$ cat config.mk
export PLATFORM = sky130hd
export DESIGN_NAME = spi_dmem_loader
export DESIGN_NICKNAME = d
export VERILOG_FILES = /design/src/rtl/spi_dmem_loader.sv
export SDC_FILE = /design/constraint.sdc
export NUM_CORES = 1
export LEC_CHECK = 0
export CORE_ASPECT_RATIO = 0.8
export CORE_MARGIN = 2
export CORE_UTILIZATION = 49
export CTS_BUF_LIST = sky130_fd_sc_hd__clkbuf_4
export DETAILED_ROUTE_END_ITERATION = 8
export PLACE_DENSITY = 0.79
export SETUP_SLACK_MARGIN = 0.1
export SLEW_MARGIN = 10
export SYNTH_ARGS = -nofsm -noshare
export SYNTH_HDL_FRONTEND = slang
export SYNTH_SLANG_ARGS = --single-unit
$ cat constraint.sdc
create_clock -name clk -period 1.72 [get_ports clk]
set_input_delay 0.258 -clock clk [delete_from_list [all_inputs] [get_ports clk]]
set_output_delay 0.258 -clock clk [all_outputs]
set_load 0.05 [all_outputs]
$ cat src/rtl/spi_dmem_loader.sv
`default_nettype none
// ============================================================================
// Module   : spi_dmem_loader
// Brief    : Pulls address/data frames from an SPI receiver and writes them
//            into a data memory, with a per-word receive timeout.
// Revision : 1.0 - initial release
// ============================================================================
module spi_dmem_loader #(
    parameter int DATA_W  = 8,
    parameter int ADDR_W  = 4,
    parameter int TIMEOUT = 64
) (
    input  logic              clk,
    input  logic              rst,
    input  logic              start_in,
    input  logic [ADDR_W:0]   nwords_in,
    output logic              busy_out,
    output logic              done_out,
    output logic              err_out,
    output logic [ADDR_W:0]   count_out,
    output logic              spi_read_out,
    input  logic              spi_ready_in,
    input  logic [DATA_W-1:0] spi_data_in,
    input  logic [ADDR_W-1:0] spi_addr_in,
    output logic              mem_we_out,
    output logic [ADDR_W-1:0] mem_addr_out,
    output logic [DATA_W-1:0] mem_data_out
);

    localparam int               WAIT_W      = (TIMEOUT > 1) ? $clog2(TIMEOUT) : 1;
    localparam logic [WAIT_W-1:0] c_wait_last = WAIT_W'(TIMEOUT - 1);
    localparam logic [ADDR_W:0]   c_cnt_one   = (ADDR_W + 1)'(1);

    typedef enum logic [1:0] {
        ST_IDLE  = 2'd0,
        ST_RECV  = 2'd1,
        ST_WRITE = 2'd2
    } state_t;

    state_t            r_state;
    logic [ADDR_W:0]   r_remaining;
    logic [ADDR_W:0]   r_count;
    logic [WAIT_W-1:0] r_wait;
    logic              r_done;
    logic              r_err;
    logic [ADDR_W-1:0] r_addr;
    logic [DATA_W-1:0] r_data;

    always_ff @(posedge clk) begin
        if (rst) begin
            r_state     <= ST_IDLE;
            r_remaining <= '0;
            r_count     <= '0;
            r_wait      <= '0;
            r_done      <= 1'b0;
            r_err       <= 1'b0;
            r_addr      <= '0;
            r_data      <= '0;
        end else begin
            case (r_state)
                ST_IDLE: begin
                    if (start_in) begin
                        r_err   <= 1'b0;
                        r_count <= '0;
                        if (nwords_in != '0) begin
                            r_remaining <= nwords_in;
                            r_done      <= 1'b0;
                            r_wait      <= '0;
                            r_state     <= ST_RECV;
                        end else begin
                            r_done <= 1'b1;
                        end
                    end
                end
                ST_RECV: begin
                    // A frame arriving on the last allowed cycle beats the timeout.
                    if (spi_ready_in) begin
                        r_addr  <= spi_addr_in;
                        r_data  <= spi_data_in;
                        r_wait  <= '0;
                        r_state <= ST_WRITE;
                    end else if (r_wait == c_wait_last) begin
                        r_err   <= 1'b1;
                        r_wait  <= '0;
                        r_state <= ST_IDLE;
                    end else begin
                        r_wait <= r_wait + 1'b1;
                    end
                end
                ST_WRITE: begin
                    // Always passes through here, giving the SPI side a read-low gap per frame.
                    r_remaining <= r_remaining - c_cnt_one;
                    r_count     <= r_count + c_cnt_one;
                    if (r_remaining == c_cnt_one) begin
                        r_done  <= 1'b1;
                        r_state <= ST_IDLE;
                    end else begin
                        r_state <= ST_RECV;
                    end
                end
                default: r_state <= ST_IDLE;
            endcase
        end
    end

    assign busy_out     = (r_state != ST_IDLE);
    assign spi_read_out = (r_state == ST_RECV);
    assign mem_we_out   = (r_state == ST_WRITE);
    assign done_out     = r_done;
    assign err_out      = r_err;
    assign count_out    = r_count;
    assign mem_addr_out = r_addr;
    assign mem_data_out = r_data;

endmodule
`default_nettype wire

==> out/qor.txt, run 1 <==
Worst hold path class = primary input to flop
Max Freq = 641 MHz
Dpl cells = 265
Asr flop ratio synth = 0
Num CTS Buffers = 5
Worst Hold End = mem_data_out[1]
Skew-Pair Late Insertion Delay = 350 ps
Port-buffer cells = 42
Tightest Pin Transition = 438 ps
Leakage power = 0.820 nW
Post-DRT Antenna Nets = 0
Clk pwr share = 0.262
CTS root buffer = clkbuf_4
Synth top area share = 0.426
All-Layer GR Usage = 0.242
Hold Violations, Final = 0
Post-synth top flop = dfxtp_1
Critical Path Fanout Max = 13
P&R area growth vs syn = 40.1%
Switching power total = 0.000509 W
Avg WL per Cell = 14.6 µm
Hold_sp = spi_data_in[1]
Final Non-Filler Cells = 273
Clock transition at path regs = 100 ps
Crit path DAT = 1300 ps
Min Hold Slack = 448 ps
VDD IR max = 551 µV
Cells on worst reg2reg path = 6
Biggest area consumer among synthesized cells = dfxtp_1
Fillers = 238
Gpl congestion = 0.883
CTS H-Tree Depth = 2
Final setup viols = 0
Synth cell types = 38
Sw Ratio = 0.318
GRT overflow = 0
Clock Sinks = 32
Cells after synthesis = 182
DR pass1 iterations = 4
Sequential share of power = 0.501
Req. time, crit path = 1460 ps
Die X = 65.9 µm
Cell-internal power = 0.00109 W
Power density over cell area = 758 nW/µm²
Die H = 53.6 µm
Post-synth net total = 207
Mapped Area = 1500 µm²
CTS tree = yes
Worst R2R Start = r_remaining[0]
Num rows = 17
DP Wirelength = 2.92 mm
First-pass GRT wire length = 6.30 mm
Tcrit/Tclk final = 0.907
Syn Area/Cell = 8.26 µm²
FF+latch count, synth = 32
Starting density of the core = 0.528
Top-count cell post-synth = dfxtp_1
Clock Skews = 7.16 ps
Initial drt markers = 126
Register area share after synthesis = 0.426
WS Path Type = flop to output port
Startpoint Class = flop
Post-layout util = 0.739
Ys Warns = 0
CP endpoint kind = output port
Comb pwr share = 0.238
DRC violations left = 0
Post-synth EDFFs = 0
Core Box Area = 2850 µm²
Layout cells sized above 1 = 0.234
Final WS setup = 159 ps
Antenna violations before repair = 0
Fin crit period = 1560 ps
Final slew viol count = 0
Total die area = 3530 µm²
Final net count = 259
Largest net degree at the start of global routing = 33
Slew Limit Headroom = 0.707
Outcome = completed
Number of diodes = 0
Pre-CTS WS = -196 ps
Vias in the first global route = 1,429
Routed wire length = 3.99 mm
Hold buffer count at cts = 0
Boundary Pins = 43
Fin Setup TNS = 0 ps
DR vias/cell = 5.53
Max Cap Viol = 0
Synth area leaders = dfxtp_1 (43%), a21oi_1 (7.7%), nand2_1 (7.5%)
Max Buffers Root-to-Sink = 2
Via count = 1,511
R2R Setup Slk = 260 ps
Hold depth = 3
Critical R2R Capture = r_remaining[4]
Top cells by count, synth = dfxtp_1 (32), nand2_1 (30), a21oi_1 (23)
RSZ-0062 raised after global routing = no
-- power by group through the flow --
stage	registers, W	clock network (W)	logic (W)
6_report	0.000800	0.000419	0.000380
5_1_grt	0.000805	0.000456	0.000406
4_1_cts	0.000797	0.000427	0.000372
3_5_place_dp	0.000813	0	0.000368
3_3_place_gp	0.000812	0	0.000359
2_1_floorplan	0.000859	0	0.000159
-- cell families (layout without fill, tap and decap cells) --
family                   after synthesis  in the layout  synth area share
multiplexers                           5              5            0.0358
flip-flops                            32             32             0.426
adder cells (fa/ha/maj)                4              4            0.0333
AO/OA/AOI/OAI                         48             48             0.215
AND/OR/NAND/NOR                       77             77             0.244
buffers and inverters                 15             68            0.0399
XOR/XNOR                               1              1           0.00582
-- per-layer routing --
metal	global-route usage	share of wire	routed length (µm)
met1	0.308	0.43	1720
met2	0.392	0.50	1980
met3	0.0523	0.051	204
met4	0.129	0.022	88
met5	0	0	0
-- flip-flops by register name (all words and copies together), names as in the netlist --
signal	cells
count_out	5
done_out	1
err_out	1
mem_addr_out	4
mem_data_out	8
r_remaining	5
r_state	2
r_wait	6
-- what timing repair did --
| item | in CTS | in global routing |
|---|---|---|
| resized for setup | 4 | 5 |
| setup endpoints to repair | 2 | 5 |
| pin swaps | 0 | 1 |
| setup buffers | 0 | 0 |
| gates cloned | 0 | 0 |
-- per-stage QoR --
stage,power (W),instance area [µm²]
after CTS,0.00160,2080
after floorplan,0.00102,1510
after detailed placement,0.00118,2020
after global placement,0.00117,2020
final,0.00160,2110
after global routing,0.00167,2110
-- placed cells by master (no fill, tap or decap), types with 2 or more instances in the layout --
master           synthesis  final
a211oi_1                 4      4
a21oi_1                 23     23
a22oi_1                  6      6
buf_12                   0      4
buf_4                    0     27
buf_6                    0      3
clkbuf_4                 0      5
clkdlybuf4s50_1          0     20
clkinv_2                 0      2
dfxtp_1                 32     31
ha_1                     4      4
inv_1                    6      6
mux2_2                   3      3
mux2i_1                  2      2
nand2_1                 30     30
nand2b_1                 2      2
nand3_1                  6      6
nor2_1                  19     18
nor3_1                   2      2
nor3_2                   2      2
nor3b_1                  2      2
nor4_1                   4      3
o21a_1                   2      2
o21ai_0                  2      2
o21bai_1                 2      2
or3_1                    2      2
-- worst max path at each step --
| stage | start | to | depth (start not counted) |
|---|---|---|---|
| 3_3_place_gp | nwords_in[3] | r_wait[4] | 5 |
| 6_report | r_state[0] | busy_out | 4 |
| 2_1_floorplan | count_out[0] | count_out[4] | 5 |
| 3_5_place_dp | nwords_in[3] | r_wait[4] | 5 |
| 4_1_cts | r_state[0] | mem_we_out | 4 |
| 5_1_grt | r_state[0] | busy_out | 4 |
-- worst max-delay path, stage by stage, from the launching register on --
cell and delay, ps:
dfxtp_1 390, buf_6 200, nor2_4 60, inv_1 150
buf_12 160
-- cell type report --
class | instances | area [µm²] | area share
clock buffer | 5 | 37.5 | 0.0178
timing repair buffer | 54 | 517 | 0.245
sequential | 32 | 642 | 0.305
inverter | 6 | 22.5 | 0.0107
tap | 38 | 47.5 | 0.0226
clock inverter | 3 | 13.8 | 0.00653
multi-input combinational | 135 | 827 | 0.393
(Power assumes the default switching activity.)
==> run 2: changes to the inputs <==
--- a/config.mk
+++ b/config.mk
@@ -9,8 +9,10 @@
 export CORE_MARGIN = 2
 export CORE_UTILIZATION = 49
 export CTS_BUF_LIST = sky130_fd_sc_hd__clkbuf_4
+export CTS_CLUSTER_DIAMETER = 40
 export DETAILED_ROUTE_END_ITERATION = 8
 export PLACE_DENSITY = 0.79
+export REMOVE_ABC_BUFFERS = 1
 export SETUP_SLACK_MARGIN = 0.1
 export SLEW_MARGIN = 10
 export SYNTH_ARGS = -nofsm -noshare
==> constraint.sdc (replaced) <==
create_clock -name clk -period 1.7 [get_ports clk]
set_input_delay 0.255 -clock clk [delete_from_list [all_inputs] [get_ports clk]]
set_output_delay 0.255 -clock clk [all_outputs]
set_load 0.05 [all_outputs]
==> run 2 against run 1 <==
Net effect: clock-buffer cell count grew 1; non-clock buffer count grew 4; clock skew grew 1.5 ps; register-to-register slack lost 60 ps; core utilization grew 0.22 points; sequential share of layout area is essentially flat; total power grew 0.56%; largest power group unchanged.
==> out/qor.txt, run 2 (synthesis gave the netlist of run 1 again) <==
Final Power = 0.00161 W (was 0.00160 W)
Post-DRT Antenna Nets = 0 (unchanged)
Clock Sinks = 32 (unchanged)
Commonest non-fill, non-tap cells in the layout = buf_4 (35), dfxtp_1 (31), nand2_1 (30), a21oi_1 (22), clkdlybuf4s50_1 (20) (was dfxtp_1 (31), nand2_1 (30), buf_4 (27), a21oi_1 (23), clkdlybuf4s50_1 (20))
RSZ-0062 raised after global routing = yes (was no)
Hold_sp = mem_addr_out[1] (was spi_data_in[1])
VDD IR max = 687 µV (was 551 µV)
Core Box Area = 2850 µm² (unchanged)
Sequential cell area = 644 µm² (was 642 µm²)
Cell-internal power = 0.00112 W (was 0.00109 W)
Number of diodes = 0 (unchanged)
First-pass GRT wire length = 6.33 mm (was 6.30 mm)
DRC violations left = 0 (unchanged)
P&R area growth vs syn = 40.5% (was 40.1%)
Final slew viol count = 0 (unchanged)
Fillers = 226 (was 238)
Slew Limit Headroom = 0.729 (was 0.707)
Req. time, crit path = 1440 ps (was 1460 ps)
Starting density of the core = 0.528 (unchanged)
Clk pwr share = 0.259 (was 0.262)
Max Freq = 646 MHz
Tightest Pin Transition = 406 ps (was 438 ps)
Gpl congestion = 0.896 (was 0.883)
Critical Path Source = r_state[0] (unchanged)
Worst hold path class = flop to flop (was primary input to flop)
Num rows = 17 (unchanged)
Die H = 53.6 µm (unchanged)
Outcome = completed (unchanged)
Num CTS Buffers = 5 (unchanged)
Die X = 65.9 µm (unchanged)
DR pass1 iterations = 4 (unchanged)
All-Layer GR Usage = 0.240 (was 0.242)
Max Buffers Root-to-Sink = 2 (unchanged)
Post-layout util = 0.741 (was 0.739)
CTS tree = yes (unchanged)
Comb pwr share = 0.236 (was 0.238)
Total die area = 3530 µm² (unchanged)
Cells on worst reg2reg path = 6 (unchanged)
Via count = 1,501 (was 1,511)
Tcrit/Tclk final = 0.910
Routed wire length = 3.85 mm (was 3.99 mm)
Port-buffer cells = 42 (unchanged)
Max Cap Viol = 0 (unchanged)
Power density over cell area = 760 nW/µm² (was 758 nW/µm²)
Final net count = 263 (was 259)
Max reg flops = 8 (unchanged)
Final setup viols = 0 (unchanged)
Crit path DAT = 1290 ps (was 1300 ps)
Worst R2R Start = r_remaining[0] (unchanged)
DR vias/cell = 5.44 (was 5.53)
Layout cells sized above 1 = 0.252 (was 0.234)
Critical R2R Capture = r_remaining[4] (unchanged)
Startpoint Class = flop (unchanged)
Initial drt markers = 74 (was 126)
CTS root buffer = clkbuf_4 (unchanged)
Clock Skews = 8.65 ps (was 7.16 ps)
Sw Ratio = 0.304 (was 0.318)
Hold Violations, Final = 0 (unchanged)
CTS H-Tree Depth = 2 (unchanged)
CP endpoint kind = output port (unchanged)
Leakage power = 0.832 nW (was 0.820 nW)
Multi-input logic area = 826 µm² (was 827 µm²)
Worst Hold End = mem_addr_out[1] (was mem_data_out[1])
GRT overflow = 0 (unchanged)
Sequential share of power = 0.505 (was 0.501)
Skew-Pair Late Insertion Delay = 320 ps (was 350 ps)
Antenna violations before repair = 0 (unchanged)
Largest net degree at the start of global routing = 33 (unchanged)
Avg WL per Cell = 13.9 µm (was 14.6 µm)
R2R Setup Slk = 200 ps (was 260 ps)
Vias in the first global route = 1,437 (was 1,429)
Most common cell after layout, fill and taps aside = buf_4 (was dfxtp_1)
Fin crit period = 1550 ps
Clock transition at path regs = 100 ps (about the same)
Switching power total = 0.000488 W (was 0.000509 W)
Hold depth = 2 (was 3)
WS Path Type = flop to output port (unchanged)
DP Wirelength = 2.83 mm (was 2.92 mm)
Boundary Pins = 43 (unchanged)
Critical Path Fanout Max = 10 (was 13)
## run 2: cell types whose count changed in the layout (fill, tap and decap cells not counted)
cell      before  now
clkinv_2       2    1
a21oi_1       23   22
a21oi_2        0    1
nor2_2         0    1
nor2_4         1    0
buf_6          3    0
dfxtp_2        1    0
buf_4         27   35
clkbuf_4       5    6
dfxtp_4        0    1
clkinv_1       1    0
buf_12         4    3
## run 2: power groups by stage
stage               clock network (W)  registers, W  logic (W)
finish                       0.000417      0.000812   0.000379
global placement                    0      0.000824   0.000362
floorplan                           0      0.000877   0.000138
CTS                          0.000420      0.000808   0.000371
global route                 0.000475      0.000815   0.000408
detailed placement                  0      0.000826   0.000367
## run 2: area by class of cell
cell class / count / share of cell area
clock buffer: 6 / 0.0213
inverter: 6 / 0.0107
multi-input combinational: 135 / 0.391
clock inverter: 1 / 0.00237
tap: 38 / 0.0225
timing repair buffer: 58 / 0.247
sequential: 32 / 0.305
## run 2: critical path, stage by stage, from the launching register on
cell and delay (ps):
dfxtp_1 410, buf_4 210, nor2b_4 60, buf_4 150, buf_12 140
## run 2: layer usage
metal | vias up | GRT usage | part of all wire
met2 | 35 | 0.409 | 0.49
li1 | 753 | - | -
met3 | 2 | 0.0837 | 0.038
met1 | 711 | 0.297 | 0.47
met4 | 0 | 0.0578 | 0.0039
met5 | - | 0 | 0
## run 2: repair_timing
action,CTS,global route
gates resized for setup,4,4
setup buffers,0,2
endpoints found under the hold margin,0,0
setup endpoints to repair,4,6
hold buffers,0,0
## run 2: metrics by stage
step	instance area (µm²)	setup WS [ps]	hold slack [ps]	cells	setup TNS, ps
after CTS	2080	101	460	274	0
final	2110	153	460	276	0
after detailed placement	2020	-182	447	267	-1340
after floorplan	1470	-401	324	173	-6780
after global routing	2110	84.9	460	276	0
after global placement	2020	-103	444	267	-721
## run 2: worst max path at each step
stage                           end  slack (ps)
floorplan           mem_addr_out[0]        -400
global placement          r_wait[4]        -100
detailed placement        r_wait[2]        -180
CTS                      mem_we_out         100
global route             mem_we_out          80
finish                   mem_we_out         150
